<file path="config.mk">
export PLATFORM = sky130hd
export DESIGN_NAME = cameralink_uart_phy
export DESIGN_NICKNAME = d
export VERILOG_FILES = /design/src/rtl/cameralink_uart_pkg.sv /design/src/rtl/cameralink_uart_fifo.sv /design/src/rtl/cameralink_uart_phy.sv
export SDC_FILE = /design/constraint.sdc
export NUM_CORES = 1
export LEC_CHECK = 0
export BUFFER_PORTS_ARGS = -buffer_cell sky130_fd_sc_hd__buf_2
export CORE_UTILIZATION = 64
export CTS_CLUSTER_SIZE = 25
export DETAILED_ROUTE_END_ITERATION = 10
export PLACE_DENSITY = 0.92
export SLEW_MARGIN = 10
export SYNTH_ARGS = -nofsm -noshare
export SYNTH_HDL_FRONTEND = slang
export SYNTH_HIERARCHICAL = 1
export SYNTH_SLANG_ARGS = --single-unit
</file>
<file path="constraint.sdc">
create_clock -name s_axi_aclk -period 8.9 [get_ports s_axi_aclk]
set_input_delay 1.78 -clock s_axi_aclk [delete_from_list [all_inputs] [get_ports s_axi_aclk]]
set_output_delay 1.78 -clock s_axi_aclk [all_outputs]
set_load 0.005 [all_outputs]
</file>
<file path="src/rtl/cameralink_uart_pkg.sv">
// Shared types and constants for the Camera Link serial PHY.
//   tx_state_t / rx_state_t : FSM encodings, also exported on debug ports
//   UART_START_BIT, UART_STOP_BIT, UART_DATA_BITS : 8N1 framing constants
package cameralink_uart_pkg;

  typedef enum logic [1:0] {
    TX_IDLE,
    TX_START,
    TX_DATA,
    TX_STOP
  } tx_state_t;

  typedef enum logic [1:0] {
    RX_IDLE,
    RX_START,
    RX_DATA,
    RX_STOP
  } rx_state_t;

  localparam logic UART_START_BIT = 1'b0;
  localparam logic UART_STOP_BIT  = 1'b1;
  localparam int   UART_DATA_BITS = 8;

endpackage

</file>
<file path="src/rtl/cameralink_uart_fifo.sv">
// Synchronous byte FIFO with a registered read port.
//   clk, rst : clock, synchronous active-high reset
//   wr_en/din: write request; ignored when full unless a read happens in the same cycle
//   rd_en    : pop request; ignored when empty
//   dout     : popped word, valid the cycle after rd_en, held until the next pop
//   full/empty : occupancy flags
module cameralink_uart_fifo #(
  parameter int DEPTH = 16,
  parameter int WIDTH = 8
) (
  input  logic             clk,
  input  logic             rst,
  input  logic             wr_en,
  input  logic [WIDTH-1:0] din,
  input  logic             rd_en,
  output logic [WIDTH-1:0] dout,
  output logic             full,
  output logic             empty
);

  localparam int AW = $clog2(DEPTH);
  localparam logic [AW:0] FULL_CNT = (AW + 1)'(DEPTH);

  logic [WIDTH-1:0] mem_q [DEPTH];
  logic [AW-1:0]    wr_ptr_q, wr_ptr_d;
  logic [AW-1:0]    rd_ptr_q, rd_ptr_d;
  logic [AW:0]      count_q, count_d;
  logic [WIDTH-1:0] dout_q, dout_d;
  logic             wr_ok, rd_ok;

  assign full  = (count_q == FULL_CNT);
  assign empty = (count_q == '0);
  assign dout  = dout_q;

  always_comb begin
    rd_ok    = rd_en && !empty;
    // A pop in the same cycle frees a slot, so a write against a full FIFO still lands.
    wr_ok    = wr_en && (!full || rd_ok);
    wr_ptr_d = wr_ok ? wr_ptr_q + AW'(1) : wr_ptr_q;
    rd_ptr_d = rd_ok ? rd_ptr_q + AW'(1) : rd_ptr_q;
    dout_d   = rd_ok ? mem_q[rd_ptr_q] : dout_q;
    count_d  = count_q;
    if (wr_ok && !rd_ok) begin
      count_d = count_q + (AW + 1)'(1);
    end else if (!wr_ok && rd_ok) begin
      count_d = count_q - (AW + 1)'(1);
    end
  end

  always_ff @(posedge clk) begin
    if (rst) begin
      wr_ptr_q <= '0;
      rd_ptr_q <= '0;
      count_q  <= '0;
      dout_q   <= '0;
    end else begin
      wr_ptr_q <= wr_ptr_d;
      rd_ptr_q <= rd_ptr_d;
      count_q  <= count_d;
      dout_q   <= dout_d;
    end
  end

  // Storage needs no reset; occupancy is tracked by the pointers.
  always_ff @(posedge clk) begin
    if (wr_ok) begin
      mem_q[wr_ptr_q] <= din;
    end
  end

endmodule

</file>
<file path="src/rtl/cameralink_uart_phy.sv">
// Camera Link serial PHY: 8N1 UART transmitter on ser_tc, receiver on ser_tfg.
//   s_axi_aclk, s_axi_areset : clock, synchronous active-high reset
//   tx_start/tx_data : push one byte into the TX FIFO (no ready; drops set tx_overflow)
//   tx_busy          : FIFO non-empty or a frame in flight
//   tx_overflow      : sticky, a push was dropped on a full FIFO
//   rx_ready/rx_data : 1-cycle pulse with a correctly framed byte; rx_data held
//   rx_frame_error   : 1-cycle pulse, stop bit sampled low, byte discarded
//   ser_tc / ser_tfg : serial lines, idle high; ser_tfg is asynchronous
//   tx_state_dbg / rx_state_dbg : current FSM states
// Handshake: tx_start is a valid with an implied always-ready sink; a push that
// finds the FIFO full (and no pop that cycle) is lost and flagged. rx_ready is a
// valid with no back-pressure; the consumer must take rx_data on the pulse.
module cameralink_uart_phy
  import cameralink_uart_pkg::*;
#(
  parameter int CLK_FREQ      = 100_000_000,
  parameter int BAUD_RATE     = 9600,
  parameter int TX_FIFO_DEPTH = 16
) (
  input  logic       s_axi_aclk,
  input  logic       s_axi_areset,
  input  logic       tx_start,
  input  logic [7:0] tx_data,
  output logic       tx_busy,
  output logic       tx_overflow,
  output logic       rx_ready,
  output logic [7:0] rx_data,
  output logic       rx_frame_error,
  output logic       ser_tc,
  input  logic       ser_tfg,
  output tx_state_t  tx_state_dbg,
  output rx_state_t  rx_state_dbg
);

  localparam int CYCLES_PER_BIT = CLK_FREQ / BAUD_RATE;
  localparam int CW = $clog2(CYCLES_PER_BIT);
  localparam logic [CW-1:0] BIT_LAST  = CW'(CYCLES_PER_BIT - 1);
  localparam logic [CW-1:0] BIT_HALF  = CW'(CYCLES_PER_BIT / 2 - 1);
  localparam logic [2:0]    LAST_DATA = 3'(UART_DATA_BITS - 1);

  // ---------------- TX path ----------------
  logic       fifo_rd, fifo_full, fifo_empty;
  logic [7:0] fifo_dout;

  cameralink_uart_fifo #(.DEPTH(TX_FIFO_DEPTH), .WIDTH(8)) u_tx_fifo (
    .clk  (s_axi_aclk),
    .rst  (s_axi_areset),
    .wr_en(tx_start),
    .din  (tx_data),
    .rd_en(fifo_rd),
    .dout (fifo_dout),
    .full (fifo_full),
    .empty(fifo_empty)
  );

  tx_state_t     tx_state_q, tx_state_d;
  logic [CW-1:0] tx_cnt_q, tx_cnt_d;
  logic [2:0]    tx_idx_q, tx_idx_d;
  logic [7:0]    tx_shift_q, tx_shift_d;
  logic          ser_tc_q, ser_tc_d;
  logic          tx_ovf_q, tx_ovf_d;

  always_comb begin
    tx_state_d = tx_state_q;
    tx_cnt_d   = tx_cnt_q + CW'(1);
    tx_idx_d   = tx_idx_q;
    tx_shift_d = tx_shift_q;
    fifo_rd    = 1'b0;
    unique case (tx_state_q)
      TX_IDLE: begin
        tx_cnt_d = '0;
        if (!fifo_empty) begin
          fifo_rd    = 1'b1;
          tx_state_d = TX_START;
        end
      end
      TX_START: begin
        // The popped byte appears on fifo_dout one cycle after the pop,
        // well before the start bit ends.
        if (tx_cnt_q == BIT_LAST) begin
          tx_cnt_d   = '0;
          tx_shift_d = fifo_dout;
          tx_idx_d   = '0;
          tx_state_d = TX_DATA;
        end
      end
      TX_DATA: begin
        if (tx_cnt_q == BIT_LAST) begin
          tx_cnt_d = '0;
          if (tx_idx_q == LAST_DATA) begin
            tx_state_d = TX_STOP;
          end else begin
            tx_idx_d   = tx_idx_q + 3'd1;
            tx_shift_d = {1'b0, tx_shift_q[7:1]};
          end
        end
      end
      TX_STOP: begin
        if (tx_cnt_q == BIT_LAST) begin
          tx_cnt_d = '0;
          // Chain straight into the next start bit when more bytes are queued.
          if (!fifo_empty) begin
            fifo_rd    = 1'b1;
            tx_state_d = TX_START;
          end else begin
            tx_state_d = TX_IDLE;
          end
        end
      end
      default: tx_state_d = TX_IDLE;
    endcase

    // Line level is registered from the next state so ser_tc is glitch-free.
    unique case (tx_state_d)
      TX_START: ser_tc_d = UART_START_BIT;
      TX_DATA:  ser_tc_d = tx_shift_d[0];
      default:  ser_tc_d = UART_STOP_BIT;
    endcase

    tx_ovf_d = tx_ovf_q | (tx_start && fifo_full && !fifo_rd);
  end

  always_ff @(posedge s_axi_aclk) begin
    if (s_axi_areset) begin
      tx_state_q <= TX_IDLE;
      tx_cnt_q   <= '0;
      tx_idx_q   <= '0;
      tx_shift_q <= '0;
      ser_tc_q   <= UART_STOP_BIT;
      tx_ovf_q   <= 1'b0;
    end else begin
      tx_state_q <= tx_state_d;
      tx_cnt_q   <= tx_cnt_d;
      tx_idx_q   <= tx_idx_d;
      tx_shift_q <= tx_shift_d;
      ser_tc_q   <= ser_tc_d;
      tx_ovf_q   <= tx_ovf_d;
    end
  end

  assign ser_tc       = ser_tc_q;
  assign tx_overflow  = tx_ovf_q;
  assign tx_busy      = !fifo_empty || (tx_state_q != TX_IDLE);
  assign tx_state_dbg = tx_state_q;

  // ---------------- RX path ----------------
  // sync_q[1] is the synchronized line; sync_q[2] is its previous value.
  logic [2:0]    sync_q, sync_d;
  rx_state_t     rx_state_q, rx_state_d;
  logic [CW-1:0] rx_cnt_q, rx_cnt_d;
  logic [2:0]    rx_idx_q, rx_idx_d;
  logic [7:0]    rx_shift_q, rx_shift_d;
  logic [7:0]    rx_data_q, rx_data_d;
  logic          rx_ready_q, rx_ready_d;
  logic          rx_fe_q, rx_fe_d;
  logic          rx_line, rx_fall;

  always_comb begin
    sync_d     = {sync_q[1:0], ser_tfg};
    rx_line    = sync_q[1];
    rx_fall    = sync_q[2] & ~sync_q[1];
    rx_state_d = rx_state_q;
    rx_cnt_d   = rx_cnt_q + CW'(1);
    rx_idx_d   = rx_idx_q;
    rx_shift_d = rx_shift_q;
    rx_data_d  = rx_data_q;
    rx_ready_d = 1'b0;
    rx_fe_d    = 1'b0;
    unique case (rx_state_q)
      RX_IDLE: begin
        rx_cnt_d = '0;
        if (rx_fall) begin
          rx_state_d = RX_START;
        end
      end
      RX_START: begin
        // Re-check the line mid start bit to reject short glitches.
        if (rx_cnt_q == BIT_HALF) begin
          rx_cnt_d   = '0;
          rx_idx_d   = '0;
          rx_state_d = rx_line ? RX_IDLE : RX_DATA;
        end
      end
      RX_DATA: begin
        if (rx_cnt_q == BIT_LAST) begin
          rx_cnt_d   = '0;
          rx_shift_d = {rx_line, rx_shift_q[7:1]};
          if (rx_idx_q == LAST_DATA) begin
            rx_state_d = RX_STOP;
          end else begin
            rx_idx_d = rx_idx_q + 3'd1;
          end
        end
      end
      RX_STOP: begin
        if (rx_cnt_q == BIT_LAST) begin
          rx_cnt_d   = '0;
          rx_state_d = RX_IDLE;
          if (rx_line == UART_STOP_BIT) begin
            rx_data_d  = rx_shift_q;
            rx_ready_d = 1'b1;
          end else begin
            rx_fe_d = 1'b1;
          end
        end
      end
      default: rx_state_d = RX_IDLE;
    endcase
  end

  always_ff @(posedge s_axi_aclk) begin
    if (s_axi_areset) begin
      sync_q     <= 3'b111;
      rx_state_q <= RX_IDLE;
      rx_cnt_q   <= '0;
      rx_idx_q   <= '0;
      rx_shift_q <= '0;
      rx_data_q  <= '0;
      rx_ready_q <= 1'b0;
      rx_fe_q    <= 1'b0;
    end else begin
      sync_q     <= sync_d;
      rx_state_q <= rx_state_d;
      rx_cnt_q   <= rx_cnt_d;
      rx_idx_q   <= rx_idx_d;
      rx_shift_q <= rx_shift_d;
      rx_data_q  <= rx_data_d;
      rx_ready_q <= rx_ready_d;
      rx_fe_q    <= rx_fe_d;
    end
  end

  assign rx_data        = rx_data_q;
  assign rx_ready       = rx_ready_q;
  assign rx_frame_error = rx_fe_q;
  assign rx_state_dbg   = rx_state_q;

endmodule
</file>
Word level (Yosys, flattened, before mapping)

Memory sizes are Yosys's and may differ from the RTL's. A register that Yosys moved wholly into a read port is not among the register bits.
Cells that the tools add are included.

Register bits after elaboration: 82
Memory bits (writable): 128
Output and inout port bits: 17
Memories kept: 1

Memory list:

| memory          | words | width | read ports | clocked after memory_dff | wr ports | RTL line                   | text |
|---|---|---|---|---|---|---|---|
| u_tx_fifo.mem_q | 16    | 8     | 1          | 1                        | 1        | cameralink_uart_fifo.sv:24 | `logic [WIDTH-1:0] mem_q [DEPTH];` |

$add $sub $neg: 8
Eq/ne operators: 23
Multiplexer cells: 41
Bitwise operators: 5
Reductions and logical operators: 28

Operator list:

| operator                                                          | count |
|---|---|
| 14-bit two-way mux                                                | 3 |
| 14-bit case mux with 3 select lines                               | 1 |
| 14-bit by 1-bit adder with 14-bit output, second input constant   | 2 |
| 14-bit == test, second input constant                             | 2 |
| 14-bit case mux with 2 select lines                               | 1 |
| 8-bit two-way mux                                                 | 3 |
| 2-bit two-way mux                                                 | 11 |
| 3-bit two-way mux                                                 | 6 |
| 2-bit != test, second input constant                              | 9 |
| 2-bit case mux with 4 select lines                                | 2 |
| 8-bit case mux with 2 select lines                                | 1 |
| 14-bit by 13-bit == test with 1-bit output, second input constant | 1 |
| 3-bit case mux with 2 select lines                                | 2 |
| 2-bit == test, second input constant                              | 5 |
| 5-bit two-way mux                                                 | 2 |
| 4-bit by 1-bit adder with 4-bit output, second input constant     | 2 |
| 4-bit AND reduction                                               | 2 |
| 2-bit nonzero test                                                | 4 |
| 1-bit two-way mux                                                 | 7 |
| 3-bit by 1-bit adder with 3-bit output, second input constant     | 2 |
| 2-bit by 1-bit == test with 1-bit output, second input constant   | 3 |
| 3-bit == test, second input constant                              | 2 |
| 1-bit logical AND                                                 | 6 |
| 3-bit OR reduction                                                | 2 |
| 15 further kinds                                                  | 24 |

Depth between registers and ports, before layout

Depth in word-level cells: 11
Mapped depth: 14
Depth with buffers taken out: 14

Modules after synthesis

Netlist, hierarchy kept.

Modules (own cells, without submodules):

| module               | times used | cells an instance | area each (µm²) | seq. area each (µm²) |
|---|---|---|---|---|
| cameralink_uart_fifo | 1          | 357               | 5993.2          | 4264.1 |
| cameralink_uart_phy  | 1          | 343               | 3086.7          | 1381.3 |

Worst setup path before layout

Ideal clock, no wire load.

Kind: register to register
From: register tx_cnt_q[9]
To: register u_tx_fifo.count_q[4]
Data arrival time: 3.768 ns
Path slack: 5.011 ns
Cell stages (with the launch flop): 14
Buffers on the path: 1
Cells stage by stage: dfxtp_1 -> or4b_4 -> nor4_2 -> a21oi_1 -> nor3_1 -> o31a_1 -> buf_6 -> ha_1 -> inv_1 -> fa_1 -> a21o_1 -> a21oi_1 -> mux2i_1 -> mux2_2

Cells in the longest elaborated chain, start to end: 9
Elaborated cells on any way between the ends: 12
Those cells by class: eq/ne (1); mux (3); reduce/logical (8)

RTL lines:

| element                              | RTL line                   | text |
|---|---|---|
| start, declared                      | cameralink_uart_phy.sv:57  | `logic [CW-1:0] tx_cnt_q, tx_cnt_d;` |
| start signal, assigned               | cameralink_uart_phy.sv:133 | `tx_cnt_q <= tx_cnt_d;` |
| 14-bit == test *                     | cameralink_uart_phy.sv:99  | `if (tx_cnt_q == BIT_LAST) begin` |
| 1-bit two-way mux *                  | cameralink_uart_phy.sv:99  |  |
| 1-bit case mux with 2 select lines * | cameralink_uart_phy.sv:69  | `unique case (tx_state_q)` |
| named net fifo_rd                    | cameralink_uart_phy.sv:42  | `logic fifo_rd, fifo_full, fifo_empty;` |
| 1-bit logical AND *                  | cameralink_uart_fifo.sv:36 | `rd_ok = rd_en && !empty;` |
| 1-bit logical OR *                   | cameralink_uart_fifo.sv:38 | `wr_ok = wr_en && (!full \|\| rd_ok);` |
| 1-bit logical AND *                  | cameralink_uart_fifo.sv:38 |  |
| named net u_tx_fifo.wr_ok            | cameralink_uart_fifo.sv:29 | `logic wr_ok, rd_ok;` |
| 1-bit logical NOT                    | cameralink_uart_fifo.sv:45 | `end else if (!wr_ok && rd_ok) begin` |
| 1-bit logical AND                    | cameralink_uart_fifo.sv:45 |  |
| 2-bit nonzero test (no line)         | -                          |  |
| end signal, assigned                 | cameralink_uart_fifo.sv:59 | `count_q <= count_d;` |
| end, declared                        | cameralink_uart_fifo.sv:27 | `logic [AW:0] count_q, count_d;` |

The timed path passes the listed nets; every way through them passes the cells marked *.
A chain may end at the register's enable or synchronous reset.

Final worst setup path

From: register tx_cnt_q[9]
To: register u_tx_fifo.count_q[4]

Cells in the longest elaborated chain, start to end: 9
Elaborated cells on any way between the ends: 12
Those cells by class: eq/ne (1); mux (3); reduce/logical (8)

RTL lines:

| element                              | RTL line |
|---|---|
| 14-bit == test *                     | cameralink_uart_phy.sv:99 |
| 1-bit two-way mux *                  | cameralink_uart_phy.sv:99 |
| 1-bit case mux with 2 select lines * | cameralink_uart_phy.sv:69 |
| named net fifo_rd                    | cameralink_uart_phy.sv:42 |
| 1-bit logical AND *                  | cameralink_uart_fifo.sv:36 |
| 1-bit logical OR                     | cameralink_uart_fifo.sv:38 |
| 1-bit logical AND                    | cameralink_uart_fifo.sv:38 |
| 1-bit logical NOT                    | cameralink_uart_fifo.sv:45 |
| 1-bit logical AND                    | cameralink_uart_fifo.sv:45 |
| 2-bit nonzero test (no line)         | - |

Marked as above.

==> metrics.md <==
| Metric | Value |
|---|---|
| Initial cell density of the core | 0.654 |
| Post-synth top area share | 0.423 |
| Tot GR Track Use | 0.268 |
| First-pass GRT wire length | 29.9 mm |
| Register area share after synthesis | 0.622 |
| Critical Path AT | 5.20 ns |
| Antenna Violating Nets Remaining | 0 |
| Number of CTS-inserted buffers | 22 |
| Drt total wl | 19.1 mm |
| Min cycle time layout | 4.82 ns |
| Via density | 6.39 |
| CTS max path bufs | 3 |
| VDD IR max | 0.000223 V |
| Required time worst endpoint | 9.28 ns |
| Post-synth ARST share | 0 |
| Commonest non-fill, non-tap cells in the layout | edfxtp_1 (128), nor2_1 (92), dfxtp_1 (89) |
| Initial DRC count | 591 |
| DRC viols | 0 |
| GP Congestion | 0.866 |
| Post-cts sizing count | 0 |
| Clk sinks | 218 |
| Overflow after GRT | 0 |
| Core Region | 13900 µm² |
| Number of diodes | 0 |
| Floorplan die width | 121 µm |
| IO buf count | 28 |
| DR vias | 5829 |
| WS Path Type | register to register |
| Reg2reg setup slack | 4.08 ns |
| Die height | 121 µm |
| Crit-path max FO | 11 |
| Post-CTS Setup Bufs | 0 |
| Placed Cells incl. Taps | 875 |
| WL/cell | 20.9 µm |
| Avg Cell Area, Syn | 13.0 µm² |
| Period utilisation layout | 0.542 |
| Cell taking the most area after synthesis | edfxtp_1 |
| FP Rows | 43 |
| Synth Flop Type | edfxtp_1 |
| Slew @ Worst Pin | 1.21 ns |
| Final hold vios | 0 |
| Setup-failing EPs final | 0 |
| Max Clk Rate | 207 MHz |
| Initial antenna violation count | 0 |
| Vias in the first global route | 5873 |
| Min-Delay Path Depth | 1 |
| CTS tree | built |
| Crit start category | register |
| H-tree lvl count | 1 |
| Worst Hold End | sync_q[1] |
| Hold wc startpoint | sync_q[0] |
| RSZ-0062 raised after global routing | false |
| Nets@finish | 753 |
| R2r endpoint | u_tx_fifo/count_q[4] |
| Mapped Cells | 700 |
| Fraction of layout instances using a drive strength above 1 | 0.137 |
| Max_cap viols | 0 |
| Syn-to-layout area delta | 9.84% |
| Worst Hold Class | register to register |
| Synth Register Bits | 218 |
| Worst-path clk slew | 0.06 ns |
| Pwr/cell area | 248 nW/µm² |
| Non-Filler Instances | 912 |
| Normalized max-slew margin | 0.185 |
| Crit path capture type | register |
| EDFF count, synth | 128 |
| Clk_lat worst skew | 0.51 ns |
| Cell area after synthesis | 9080 µm² |
| Most common cell after layout, fill and taps aside | edfxtp_1 |
| R2r worst-path depth | 13 |
| Setup_tns | 0 ns |
| Synth unique cells | 57 |
| # IOs | 29 |
| Post-Route Skew | 0.0259 ns |
| Pre-Repair DR Iteration Count | 5 |
| Die Area | 14700 µm² |
| Synth area leaders | edfxtp_1 (42%), dfxtp_1 (20%), mux2i_1 (5.7%), mux4_2 (4.0%), nor2_1 (3.8%) |
| Leak Pwr | 0.00343 µW |
| DP Wirelength | 11.8 mm |
| Final hold slack | 0.422 ns |
| Syn. warnings | 6 |
| Slew Limit Fails | 0 |
| Largest net degree at the start of global routing | 67 |
| Root Driver | clkbuf_16 |
| Synthesized Nets | 734 |
| FF-to-FF Start | tx_cnt_q[9] |
| Status | finished clean |
| CTS Hold Bufs | 0 |
-- synthesized netlist by cell type, types with 2 or more instances --
| cell type | n |
|---|---|
| and4_1 | 3 |
| mux2i_1 | 52 |
| o21a_1 | 3 |
| mux4_2 | 16 |
| edfxtp_1 | 128 |
| nand2b_1 | 4 |
| buf_2 | 7 |
| and3_1 | 6 |
| or3b_2 | 4 |
| nand4_1 | 11 |
| xnor2_1 | 12 |
| or4_4 | 2 |
| o22ai_1 | 16 |
| a211oi_2 | 8 |
| nand2_1 | 31 |
| a21o_1 | 3 |
| nor4bb_1 | 3 |
| buf_6 | 2 |
| nor2_1 | 92 |
| buf_1 | 5 |
| nor3_1 | 17 |
| clkbuf_1 | 22 |
| a22oi_1 | 9 |
| nand3_1 | 18 |
| nor2b_1 | 4 |
| a22o_1 | 7 |
| a21oi_1 | 25 |
| inv_1 | 13 |
| dfxtp_1 | 90 |
| nand3b_1 | 3 |
| a211oi_1 | 4 |
| or2_2 | 3 |
| xor2_1 | 19 |
| nor3b_1 | 2 |
| or3_1 | 5 |
| ha_1 | 21 |
| o21ai_0 | 4 |
| o211ai_1 | 7 |
-- kinds of logic after synthesis --
logic type               synth area share
adder cells (fa/ha/maj)            0.0311
flip-flops                          0.622
multiplexers                       0.0983
buffers and inverters              0.0238
AO/OA/AOI/OAI                      0.0791
XOR/XNOR                           0.0299
AND/OR/NAND/NOR                     0.116
-- worst max-delay path by stage --
stage / from / end / slack, ns / cells past startpoint
3_3_place_gp: tx_cnt_q[4] / u_tx_fifo/count_q[4] / 4.45 / 13
3_5_place_dp: tx_cnt_q[9] / u_tx_fifo/count_q[4] / 4.28 / 13
2_1_floorplan: tx_cnt_q[9] / u_tx_fifo/count_q[4] / 5.01 / 13
5_1_grt: tx_cnt_q[9] / u_tx_fifo/count_q[4] / 3.78 / 13
6_report: tx_cnt_q[9] / u_tx_fifo/count_q[4] / 4.08 / 13
4_1_cts: tx_cnt_q[9] / u_tx_fifo/count_q[4] / 4.13 / 13
-- worst max-delay path, cell delays in order (launching register included) --
cell	delay, ns
dfxtp_1	0.36
or4b_4	0.54
nor4_2	0.63
a21oi_1	0.22
nor3_1	0.69
o21a_1	0.50
clkinv_4	0.17
ha_1	0.23
inv_1	0.16
ha_1	0.30
a21o_1	0.17
a21oi_1	0.17
mux2i_1	0.22
mux2_2	0.34
-- metal layers --
metal	global-route usage	vias up	share of wire
li1	-	2629	-
met1	0.320	2867	0.38
met2	0.475	278	0.52
met3	0.0536	55	0.070
met4	0.105	0	0.033
met5	0	-	0
-- power by group --
part | total (µW) | switching (µW) | internal (µW)
sequential | 1160 | 43.5 | 1120
combinational | 472 | 291 | 181
clock | 837 | 354 | 483
-- area by class of cell --
cell class                      count  area [µm²]
Inverter                           14        57.6
Clock buffer                       27         569
Multi-Input combinational cell    432        3230
Sequential cell                   218        5650
Timing Repair Buffer               31         163
Fill cell                         850        3910
Tap cell                          180         225
Clock inverter                     10        83.8
-- registers in the layout (all words and copies together), names as in the netlist, named ones only --
| name | cells |
|---|---|
| rx_ready | 1 |
| tx_shift_q | 8 |
| u_tx_fifo/wr_ptr_q | 4 |
| u_tx_fifo/count_q | 5 |
| u_tx_fifo/dout | 8 |
| rx_data | 8 |
| u_tx_fifo/mem_q | 128 |
| ser_tc | 1 |
| tx_cnt_q | 14 |
| rx_cnt_q | 14 |
| rx_idx_q | 3 |
| u_tx_fifo/rd_ptr_q | 4 |
| rx_state_dbg | 1 |
| sync_q | 3 |
| rx_frame_error | 1 |
| tx_idx_q | 3 |
| rx_shift_q | 8 |
| tx_state_dbg | 2 |
| tx_overflow | 1 |
-- metrics by stage --
| stage | power, µW | area [µm²] | utilization | setup slack [ns] |
|---|---|---|---|---|
| after floorplan | 1530 | 9080 | - | 5.01 |
| after global placement | 1600 | 9310 | 0.671 | 4.45 |
| after detailed placement | 1640 | 9310 | 0.671 | 4.28 |
| after CTS | 2480 | 9960 | 0.718 | 4.13 |
| after global routing | 2570 | 9970 | 0.718 | 3.78 |
| final | 2470 | 9970 | 0.718 | 4.08 |
No activity file was read; power rests on OpenSTA's default activity.
